### src/rtl/bound_flasher_gen_if.sv
// Control and status bundle of the bound flasher.
// master drives the board controls, slave is the flasher core.
interface bound_flasher_gen_if #(
  parameter int WIDTH = 16
);
  logic             flick;
  logic             pause;
  logic             rpt;
  logic [WIDTH-1:0] led;
  logic [2:0]       phase;
  logic             busy;
  logic             done;

  modport master (
    output flick, pause, rpt,
    input  led, phase, busy, done
  );

  modport slave (
    input  flick, pause, rpt,
    output led, phase, busy, done
  );
endinterface

### src/rtl/bound_flasher_gen.sv
// Parametrised bound flasher: six-phase thermometer bounce
// with step prescaler, pause and auto-repeat.
module bound_flasher_gen #(
  parameter int WIDTH    = 16,
  parameter int B1       = 5,
  parameter int B2       = 10,
  parameter int TICK_DIV = 1
) (
  input logic               clk,
  input logic               rst,
  bound_flasher_gen_if.slave bus
);

  localparam int LW = $clog2(WIDTH + 1);
  localparam int DW = (TICK_DIV > 1) ? $clog2(TICK_DIV) : 1;

  if (WIDTH < 4 || WIDTH > 31 || B1 < 1 || B1 >= B2 ||
      B2 >= WIDTH || TICK_DIV < 1) begin : g_bad_param
    $error("bound_flasher_gen: illegal parameters");
  end

  typedef enum logic [2:0] {
    IDLE    = 3'd0,
    UP_FULL = 3'd1,
    DN_B1   = 3'd2,
    UP_B2   = 3'd3,
    DN_ZERO = 3'd4,
    UP_B1   = 3'd5,
    DN_END  = 3'd6,
    BAD     = 3'd7
  } phase_e;

  phase_e           st_q, st_d;
  logic [LW-1:0]    lvl_q, lvl_d;
  logic [DW-1:0]    div_q, div_d;
  logic [WIDTH-1:0] led_q, led_d;
  logic             busy_q, busy_d;
  logic             done_q, done_d;

  logic          tick;
  logic          up;
  logic [LW-1:0] tgt;

  function automatic logic [WIDTH-1:0] therm(
    input logic [LW-1:0] l
  );
    logic [WIDTH-1:0] t;
    for (int i = 0; i < WIDTH; i++) begin
      t[i] = (LW'(i) < l);
    end
    return t;
  endfunction

  assign tick = busy_q & ~bus.pause &
                (div_q == DW'(TICK_DIV - 1));

  always_comb begin
    tgt = '0;
    up  = 1'b0;
    unique case (st_q)
      UP_FULL: begin tgt = LW'(WIDTH); up = 1'b1; end
      DN_B1:   tgt = LW'(B1);
      UP_B2:   begin tgt = LW'(B2); up = 1'b1; end
      UP_B1:   begin tgt = LW'(B1); up = 1'b1; end
      default: tgt = '0;
    endcase
  end

  always_comb begin
    st_d   = st_q;
    lvl_d  = lvl_q;
    div_d  = div_q;
    done_d = 1'b0;

    if (busy_q && !bus.pause) begin
      div_d = tick ? '0 : div_q + DW'(1);
    end

    unique case (st_q)
      IDLE: begin
        lvl_d = '0;
        div_d = '0;
        if (bus.flick) st_d = UP_FULL;
      end
      BAD: begin
        st_d  = IDLE;
        lvl_d = '0;
        div_d = '0;
      end
      default: begin
        if (tick && lvl_q != tgt) begin
          lvl_d = up ? lvl_q + LW'(1) : lvl_q - LW'(1);
        end else if (tick) begin
          // bound reached: turn around in the same edge
          unique case (st_q)
            UP_FULL: begin
              st_d  = DN_B1;
              lvl_d = lvl_q - LW'(1);
            end
            DN_B1: begin
              st_d  = bus.flick ? UP_FULL : UP_B2;
              lvl_d = lvl_q + LW'(1);
            end
            UP_B2: begin
              st_d  = DN_ZERO;
              lvl_d = lvl_q - LW'(1);
            end
            DN_ZERO: begin
              st_d  = bus.flick ? UP_B2 : UP_B1;
              lvl_d = lvl_q + LW'(1);
            end
            UP_B1: begin
              st_d  = DN_END;
              lvl_d = lvl_q - LW'(1);
            end
            default: begin
              if (bus.rpt) begin
                st_d  = UP_FULL;
                lvl_d = lvl_q + LW'(1);
              end else begin
                st_d   = IDLE;
                lvl_d  = '0;
                done_d = 1'b1;
              end
            end
          endcase
        end
      end
    endcase

    busy_d = (st_d != IDLE);
    led_d  = therm(lvl_d);
  end

  always_ff @(posedge clk) begin
    if (rst) begin
      st_q   <= IDLE;
      lvl_q  <= '0;
      div_q  <= '0;
      led_q  <= '0;
      busy_q <= 1'b0;
      done_q <= 1'b0;
    end else begin
      st_q   <= st_d;
      lvl_q  <= lvl_d;
      div_q  <= div_d;
      led_q  <= led_d;
      busy_q <= busy_d;
      done_q <= done_d;
    end
  end

  assign bus.led   = led_q;
  assign bus.phase = st_q;
  assign bus.busy  = busy_q;
  assign bus.done  = done_q;

endmodule

### src/flat_wrapper.sv
// flat-port wrapper written by rule: the top's interface ports become plain ports
module bound_flasher_gen_flat 
#(
  parameter int WIDTH    = 16,
  parameter int B1       = 5,
  parameter int B2       = 10,
  parameter int TICK_DIV = 1
)
  (clk, rst, bus_flick, bus_pause, bus_rpt, bus_led, bus_phase, bus_busy, bus_done);
  bound_flasher_gen_if #(.WIDTH(WIDTH)) bus_i ();
  input logic clk;
  input logic rst;
  input wire logic [$bits(bus_i.flick)-1:0] bus_flick;
  input wire logic [$bits(bus_i.pause)-1:0] bus_pause;
  input wire logic [$bits(bus_i.rpt)-1:0] bus_rpt;
  output wire logic [$bits(bus_i.led)-1:0] bus_led;
  output wire logic [$bits(bus_i.phase)-1:0] bus_phase;
  output wire logic [$bits(bus_i.busy)-1:0] bus_busy;
  output wire logic [$bits(bus_i.done)-1:0] bus_done;
  assign bus_i.flick = bus_flick;
  assign bus_i.pause = bus_pause;
  assign bus_i.rpt = bus_rpt;
  assign bus_led = bus_i.led;
  assign bus_phase = bus_i.phase;
  assign bus_busy = bus_i.busy;
  assign bus_done = bus_i.done;
  bound_flasher_gen #(.WIDTH(WIDTH), .B1(B1), .B2(B2), .TICK_DIV(TICK_DIV)) u_core (.clk(clk), .rst(rst), .bus(bus_i));
endmodule
### config.mk
export PLATFORM = sky130hd
export DESIGN_NAME = bound_flasher_gen_flat
export DESIGN_NICKNAME = d
export VERILOG_FILES = /design/src/rtl/bound_flasher_gen_if.sv /design/src/rtl/bound_flasher_gen.sv /design/src/flat_wrapper.sv
export SDC_FILE = /design/constraint.sdc
export NUM_CORES = 1
export LEC_CHECK = 0
export BUFFER_PORTS_ARGS = -buffer_cell sky130_fd_sc_hd__buf_4
export CELL_PAD_IN_SITES_DETAIL_PLACEMENT = 1
export CELL_PAD_IN_SITES_GLOBAL_PLACEMENT = 1
export CORE_AREA = 2 2 68 70
export CTS_CLUSTER_DIAMETER = 30
export DETAILED_ROUTE_END_ITERATION = 10
export DIE_AREA = 0 0 70 72
export GPL_ROUTABILITY_DRIVEN = 0
export GPL_TIMING_DRIVEN = 0
export HOLD_SLACK_MARGIN = 0.08
export PLACE_DENSITY_LB_ADDON = 0.3
export SKIP_CTS_REPAIR_TIMING = 1
export SLEW_MARGIN = 20
export SYNTH_ARGS = -nofsm -noshare
export SYNTH_HDL_FRONTEND = slang
export SYNTH_SLANG_ARGS = --single-unit
### constraint.sdc
create_clock -name clk -period 3.1 [get_ports clk]
set_clock_uncertainty 0.1 [all_clocks]
set_input_delay 0.31 -clock clk [delete_from_list [all_inputs] [get_ports clk]]
set_output_delay 0.31 -clock clk [all_outputs]
set_load 0.005 [all_outputs]
==> qor.csv, run 1 <==
stage,metric,value,unit
detailed_routing,vias_per_cell,5.35,
outcome,status,completed,
critical_path,cp_max_fo,9,
global_routing,antenna_found_initial,0,
floorplanning,die_h,72,um
finish,drive_above_1_share,28.4,%
critical_path,crit_required,3180,ps
placed_design,dpl.hpwl,3000,um
finish,fill_cells,514,
min_path,worstHoldStart,rst,
job,drv_cap,0,
detailed_routing,vias,1315,
critical_path,worstSetupPathType,reg2reg,
clock_network,root_buffer,clkbuf_8,
synth,yosys.area.top_type_share,35.4,%
critical_path,start_kind,flop,
placed_design,numPortBuffers,25,
timing,worst_pin_slew,671,ps
pwr,ir_drop,359,uV
global_routing,grt_pass1_vias,1356,
timing,period_needed,2890,ps
timing,hold_viol_final,0,
global_routing,grt-ovfl-total,0,
finish,seq_area,520,um2
timing,relSlewSlack,55.1,%
detailed_routing,wl,3960,um
synth,syn_inst,165,
floorplanning,start_util,34.4,%
critical_path,end_kind,flop,
synth,synthTopCellsByCount,"26 x dfxtp_1, 19 x nor2_1, 9 x a21oi_1, 9 x nand2_1",
critical_path,reg2reg_from,u_core.bus.phase[0]$_SDFF_PP0_,
finish,fin_area,1800,um2
clock_network,clock-sinks,26,
synth,ys_ff_latch,26,
synth,yosysMostFrequentCell,dfxtp_1,
detailed_routing,ant_nets,0,
critical_path,arrival,2970,ps
timing,post-route-period-util,93.3,%
timing,fin_tns_setup,0,ps
clock_network,cts_buffers,3,
synth,syn-num-nets,172,
min_path,hold_class,in2reg,
synth,synthDistinctLibCells,54,
global_routing,grt_first_pass_wirelength,6820,um
clock_network,cts.path.max_buffers,2,
placed_design,place_area,1720,um2
floorplanning,coreArea,4260,um2
clock_network,clkSlewWorstSetupHoldPaths,90,ps
synth,synth_flop_cell,dfxtp_1,
timing,finalMaxSlewViolations,0,
clock_network,tritoncts,built,
detailed_routing,avgRoutedWirePerCell,16.1,um
floorplanning,core.rowCount,24,
synth,avgSynthCellArea,8.90,um2
finish,finish.net_count,202,
detailed_routing,drc_errors,0,
clock_network,clock_latency,270,ps
detailed_routing,drt-initial-drc-count,44,
timing,setup_viol,0,
global_routing,grt_max_degree,16,
detailed_routing,first_pass_iters,4,
global_routing,grt.total_usage,16.5,%
pwr,power_density,464,nW/um2
synth,synth_largest_area_cell,dfxtp_1,
timing,fmax,0.346,GHz
synth,syn_area,1470,um2
pwr,totalPowerFinal,0.835,mW
finish,multi_input_area,881,um2
finish,n_antenna_cell,0,
critical_path,cp-startpoint,u_core.bus.phase[0]$_SDFF_PP0_,
synth,synth-edff-count,0,
clock_network,cts-htree-levels,1,
floorplanning,die_area,5040,um2
synth,synthTopCellsByArea,"dfxtp_1 35%, nor2_1 4.9%, mux2i_1 4.8%",
finish,final_util,42.2,%
floorplanning,die_w,70,um
synth,yosysSeqAreaShare,35.4,%
critical_path,reg2reg_slack,210,ps
finish,area_growth,22.6,%
timing,rsz0062_at_grt,false,
synth,ys_warn_count,0,
synth,synthArstFlopShare,0,%
pwr,p_leak,0.788,nW
floorplanning,ioPinCount,26,
## final cells by class
type,instances,share of cell area [%]
multi-input cells,123,48.9
flip-flops and latches,26,28.9
repair buffers,25,10.4
well taps,52,3.61
plain buffers,9,2.71
clock buffers,3,2.29
clock inverters,1,1.67
inverters,7,1.46
## logic make-up after synthesis
| family | share of synthesized area (%) |
|---|---|
| AND/OR/NAND/NOR | 23.2 |
| adder cells (fa/ha/maj) | 1.70 |
| XOR/XNOR | 1.79 |
| AO/OA/AOI/OAI | 26.2 |
| multiplexers | 6.56 |
| flip-flops | 35.4 |
| buffers and inverters | 5.11 |
## path summary, 6_finish.rpt
path                                                       to  cells after the start
worst max-delay path             u_core.bus.led[6]$_SDFF_PP0_                      8
worst min register to register      u_core.div_q$_SDFFE_PP0P_                      1
worst max register to register   u_core.bus.led[6]$_SDFF_PP0_                      8
worst min-delay path            u_core.bus.led[15]$_SDFF_PP0_                      2
## cells in the final DEF (no fill, tap or decap), types with 4 or more instances in the layout
cell	instances
inv_1	7
nor2_1	17
nand3_1	4
nand2_1	9
a21oi_1	9
dfxtp_1	26
nor2b_1	4
mux2i_1	7
buf_4	28
nand2b_1	4
o21ai_0	6
## critical path, cell delays in order, from the launching register on
cell and delay [ps]:
dfxtp_1 390, nor2b_2 270, mux2_4 340, o31ai_2 300, a21boi_1 140, o31a_1 330, a221oi_4 470, nand2_1 190
a311oi_2 280
## metrics by stage
stage	std cells	worst slack (ps)	hold slack [ps]
floorplan	165	587	328
global placement	242	301	382
detailed placement	242	199	389
CTS	246	151	198
global route	246	21.3	166
finish	246	207	173
## power breakdown
group	leakage (nW)	internal, mW	switching [mW]
clock network	0.0357	0.173	0.102
registers	0.211	0.351	0.0101
logic	0.541	0.0878	0.111
total	0.788	0.612	0.224
## sequential cells by signal, indices dropped and copies added, names as in the netlist
signal and count:
u_core.bus.phase 3, u_core.bus.led 16, u_core.bus.done 1, u_core.lvl_q 4, u_core.bus.busy 1, u_core.div_q 1
## routing by layer
metal	routed length (um)	vias up	GRT usage, %
li1	-	643	-
met1	1950	652	22.6
met2	1880	15	27.6
met3	78	5	1.81
met4	44	0	4.91
met5	0	-	0
Note: power is estimated with default switching activity, not from simulation.
==> inputs of run 2 (changes only) <==
CELL_PAD_IN_SITES_DETAIL_PLACEMENT = 0   (was 1)
PLACE_DENSITY_LB_ADDON = 0.25   (was 0.3)
==> run 2 against run 1 <==
  * Worst hold slack improved by 29 ps
  * Critical path depth did not move
  * Wire length fell by 14%
  * Largest cell class unchanged
  * Worst setup slack improved by 47 ps
  * Design area fell by 0.42%
  * Combinational power fell by 4%
  * Largest power group unchanged
  * Clock power barely moved
  * Register-to-register slack improved by 50 ps
  * Count of clock-buffer cells in the layout did not move
  * Non-clock buffer count did not move
  * Critical path type unchanged
  * Global-route usage fell by 3.0 points
==> qor.csv, run 2 (synthesized netlist as in run 1, its figures left out) <==
stage,metric,value,unit
outcome,status,completed,
timing,period_needed,2850,ps
timing,fin_hold_ws,202,ps
min_path,hold_class,in2reg,
detailed_routing,vias,1279,
detailed_routing,first_pass_iters,4,
pwr,p_seq_share,43.7,%
critical_path,cp_max_fo,10,
critical_path,cp_num_buf_inv,0,
detailed_routing,drt-initial-drc-count,49,
floorplanning,ioPinCount,26,
pwr,totalPowerFinal,0.826,mW
pwr,ir_drop,299,uV
floorplanning,die_h,72,um
clock_network,root_buffer,clkbuf_8,
critical_path,crit_path_cell_trace,nor2b_1 -> mux2_4 -> o31a_4 -> o21ai_4 -> nor2_1 -> a311oi_4 -> nor2_2 -> a221oi_2,
timing,fin_tns_setup,0,ps
finish,n_antenna_cell,0,
pwr,power_density,461,nW/um2
timing,finalMaxSlewViolations,0,
critical_path,slowest_stage,a311oi_4,
placed_design,dpl.hpwl,2690,um
critical_path,worstSetupPathType,reg2reg,
pwr,swShare,26.0,%
global_routing,grt_pass1_vias,1173,
job,drv_cap,0,
timing,hold_viol_final,0,
clock_network,cts.path.max_buffers,2,
floorplanning,core.rowCount,24,
finish,area_growth,22.1,%
placed_design,dp.cells,242,
global_routing,grt.total_usage,13.5,%
pwr,p_leak,0.786,nW
detailed_routing,wl,3410,um
placed_design,place_area,1720,um2
floorplanning,die_area,5040,um2
finish,fill_cells,438,
critical_path,start_kind,flop,
finish,largest_reg_flops,16,
pwr,p_int,0.611,mW
finish,finish.net_count,202,
floorplanning,start_util,34.4,%
pwr,clock_power_share,33.1,%
finish,drive_above_1_share,26.8,%
placed_design,numPortBuffers,25,
detailed_routing,ant_nets,0,
global_routing,grt_first_pass_wirelength,5640,um
critical_path,crit_path_max_incr_delay,530,ps
timing,setup_viol,0,
finish,final_cell_mix,"28 x buf_4, 26 x dfxtp_1, 19 x nor2_1, 9 x nand2_1, 9 x a21oi_1",
global_routing,grt-ovfl-total,0,
finish,fin_area,1790,um2
critical_path,crit_family,compound AO/OA/AOI/OAI gates,
detailed_routing,drc_errors,0,
critical_path,crit_required,3180,ps
timing,worst_pin_slew,622,ps
clock_network,clock-sinks,26,
finish,final_common_cell,buf_4,
pwr,switchingPower,0.215,mW
timing,relSlewSlack,58.4,%
timing,fmax,0.351,GHz
clock_network,clock_latency,260,ps
timing,rsz0062_at_grt,false,
clock_network,cts-htree-levels,1,
pwr,p_comb_share,23.2,%
floorplanning,coreArea,4260,um2
detailed_routing,avgRoutedWirePerCell,13.8,um
clock_network,cts_buffers,3,
critical_path,arrival,2930,ps
detailed_routing,vias_per_cell,5.20,
floorplanning,die_w,70,um
global_routing,grt_max_degree,16,
global_routing,antenna_found_initial,0,
clock_network,tritoncts,built,
finish,final_cells,246,
timing,post-route-period-util,91.8,%
clock_network,clkSlewWorstSetupHoldPaths,90,ps
critical_path,end_kind,flop,
[run 2: cell counts in the layout (fill, tap and decap cells not counted)]
No cell type changed its count.
[run 2: area by class of cell]
class	count	area, um2	share of cell area (%)
well taps	52	65.1	3.63
clock buffers	3	41.3	2.30
plain buffers	9	48.8	2.72
multi-input cells	123	873	48.7
clock inverters	1	30.0	1.67
flip-flops and latches	26	520	29.0
inverters	7	26.3	1.47
repair buffers	25	188	10.5
[run 2: final timing paths]
kind / to / start / cells after the start / slack (ps)
max: u_core.bus.led[2]$_SDFF_PP0_ / u_core.bus.phase[0]$_SDFF_PP0_ / 8 / 250
max reg2reg: u_core.bus.led[2]$_SDFF_PP0_ / u_core.bus.phase[0]$_SDFF_PP0_ / 8 / 250
min: u_core.bus.led[15]$_SDFF_PP0_ / rst / 2 / 200
min reg2reg: u_core.div_q$_SDFFE_PP0P_ / u_core.div_q$_SDFFE_PP0P_ / 1 / 400
[run 2: routing by layer]
| metal | track usage, % | wire (um) |
|---|---|---|
| met1 | 18.4 | 1650 |
| met2 | 22.6 | 1620 |
| met3 | 1.67 | 93 |
| met4 | 3.85 | 41 |
| met5 | 0 | 0 |
[run 2: stage by stage]
stage | utilization [%] | setup WS [ps]
after global routing | 42.0 | 75.2
final | 42.0 | 254
after CTS | 42.0 | 278
after detailed placement | 40.4 | 300
after floorplan | - | 587
after global placement | 40.4 | 306
[run 2: power groups by stage]
stage / registers (mW) / clock network, mW / logic, mW
6_report: 0.361 / 0.273 / 0.192
5_1_grt: 0.363 / 0.293 / 0.209
3_5_place_dp: 0.369 / 0 / 0.191
4_1_cts: 0.361 / 0.281 / 0.192
3_3_place_gp: 0.369 / 0 / 0.189
2_1_floorplan: 0.369 / 0 / 0.134
==> inputs of run 3 (changes only) <==
clock period = 2.8 ns   (was 3.1 ns; I/O delays follow)
==> run 3 against run 2 <==
  * Utilization increased by 1.1 points
  * Wire length is 0.38% lower
  * Global-route usage is the same
  * Critical endpoint is now u_core.bus.busy$_SDFF_PP0_
  * Largest cell class unchanged
==> qor.csv, run 3 (synthesized netlist as in run 1, its figures left out) <==
stage,metric,value,unit
outcome,status,completed,
floorplanning,core.rowCount,24,
clock_network,clock-sinks,26,
critical_path,cp_num_buf_inv,0,
detailed_routing,first_pass_iters,4,
critical_path,cp_max_fo,8,
clock_network,cts.path.max_buffers,2,
global_routing,grt.total_usage,13.5,%
floorplanning,die_h,72,um
min_path,hold_class,in2reg,
timing,post-route-period-util,93.6,%
critical_path,worstSetupPathType,reg2reg,
critical_path,arrival,2670,ps
floorplanning,ioPinCount,26,
finish,largest_reg_flops,16,
timing,setup_viol,0,
job,drv_cap,0,
detailed_routing,drc_errors,0,
clock_network,clkSlewWorstSetupHoldPaths,90,ps
detailed_routing,avgRoutedWirePerCell,13.6,um
finish,drive_above_1_share,30.5,%
pwr,p_int,0.681,mW
global_routing,grt_first_pass_wirelength,5640,um
global_routing,grt_max_degree,16,
timing,finalMaxSlewViolations,0,
finish,multi_input_area,896,um2
critical_path,start_kind,flop,
floorplanning,coreArea,4260,um2
detailed_routing,wl_met1,1530,um
timing,rsz0062_at_grt,false,
finish,finish.net_count,205,
detailed_routing,dr_wl_met2,1640,um
finish,seq_area,520,um2
pwr,p_comb_share,23.7,%
timing,fmax,0.382,GHz
critical_path,crit_required,2850,ps
pwr,p_leak,0.810,nW
detailed_routing,vias_per_cell,5.20,
critical_path,crit_path_max_incr_delay,430,ps
floorplanning,die_area,5040,um2
pwr,swShare,26.0,%
detailed_routing,maxUsedRoutingLayer,met4,
pwr,ir_drop,327,uV
floorplanning,start_util,34.4,%
floorplanning,die_w,70,um
timing,fin_hold_ws,139,ps
placed_design,dpl.hpwl,2690,um
detailed_routing,drt-initial-drc-count,38,
placed_design,numPortBuffers,25,
critical_path,crit_path_cell_trace,nor2b_2 -> mux2_4 -> o31a_4 -> nor3_2 -> o21ai_0 -> and4b_1 -> or3_1,
pwr,switchingPower,0.240,mW
detailed_routing,wl,3390,um
finish,final_cell_mix,"31 x buf_4, 26 x dfxtp_1, 17 x nor2_1, 9 x nand2_1, 9 x a21oi_1",
global_routing,grt_pass1_vias,1173,
pwr,clock_power_share,32.9,%
global_routing,grt-ovfl-total,0,
critical_path,crit_family,simple AND/OR/NAND/NOR gates,
finish,final_common_cell,buf_4,
clock_network,tritoncts,built,
timing,worst_pin_slew,632,ps
timing,fin_tns_setup,0,ps
pwr,p_seq_share,43.4,%
pwr,power_density,501,nW/um2
pwr,totalPowerFinal,0.921,mW
critical_path,end_kind,flop,
clock_network,cts-htree-levels,1,
critical_path,slowest_stage,nor3_2,
timing,hold_viol_final,0,
global_routing,antenna_found_initial,0,
clock_network,cts_buffers,3,
detailed_routing,met3_wirelength,174,um
clock_network,root_buffer,clkbuf_8,
timing,period_needed,2620,ps
detailed_routing,ant_nets,0,
finish,fill_cells,430,
detailed_routing,vias,1294,
finish,n_antenna_cell,0,
finish,area_growth,25.2,%
clock_network,clock_latency,260,ps
timing,relSlewSlack,57.7,%
## run 3: power groups by stage
| stage | combinational [mW] | sequential (mW) | clock [mW] |
|---|---|---|---|
| 5_1_grt | 0.238 | 0.402 | 0.325 |
| 3_5_place_dp | 0.212 | 0.409 | 0 |
| 6_report | 0.218 | 0.400 | 0.303 |
| 2_1_floorplan | 0.148 | 0.408 | 0 |
| 3_3_place_gp | 0.210 | 0.408 | 0 |
| 4_1_cts | 0.213 | 0.400 | 0.311 |
## run 3: cell type report
cell class                      count  share of cell area (%)
Buffer                              9                    2.72
Tap cell                           52                    3.54
Clock buffer                        3                    2.24
Clock inverter                      1                    1.63
Multi-Input combinational cell    123                    48.7
Inverter                            7                    1.43
Sequential cell                    26                    28.3
Timing Repair Buffer               28                    11.4
## run 3: stage by stage
step | setup slack (ps) | cell area [um2] | cells | utilization (%)
floorplan | 287 | 1470 | 165 | -
global placement | 6.48 | 1720 | 242 | 40.4
detailed placement | 0.0873 | 1720 | 242 | 40.4
CTS | -21.6 | 1790 | 246 | 42.0
global route | 26.4 | 1840 | 249 | 43.1
finish | 180 | 1840 | 249 | 43.1
## run 3: metal layers
metal / up-vias / global-route usage, %
li1: 656 / -
met4: 0 / 3.85
met5: - / 0
met1: 608 / 18.4
met3: 4 / 1.67
met2: 26 / 22.6
## run 3: final timing paths
check / cells after the start / endpoint / slack (ps) / from
setup / recovery: 7 / u_core.bus.busy$_SDFF_PP0_ / 180 / u_core.bus.phase[0]$_SDFF_PP0_
hold / removal: 2 / u_core.bus.led[15]$_SDFF_PP0_ / 140 / rst
setup reg to reg: 7 / u_core.bus.busy$_SDFF_PP0_ / 180 / u_core.bus.phase[0]$_SDFF_PP0_
hold reg to reg: 1 / u_core.div_q$_SDFFE_PP0P_ / 400 / u_core.div_q$_SDFFE_PP0P_
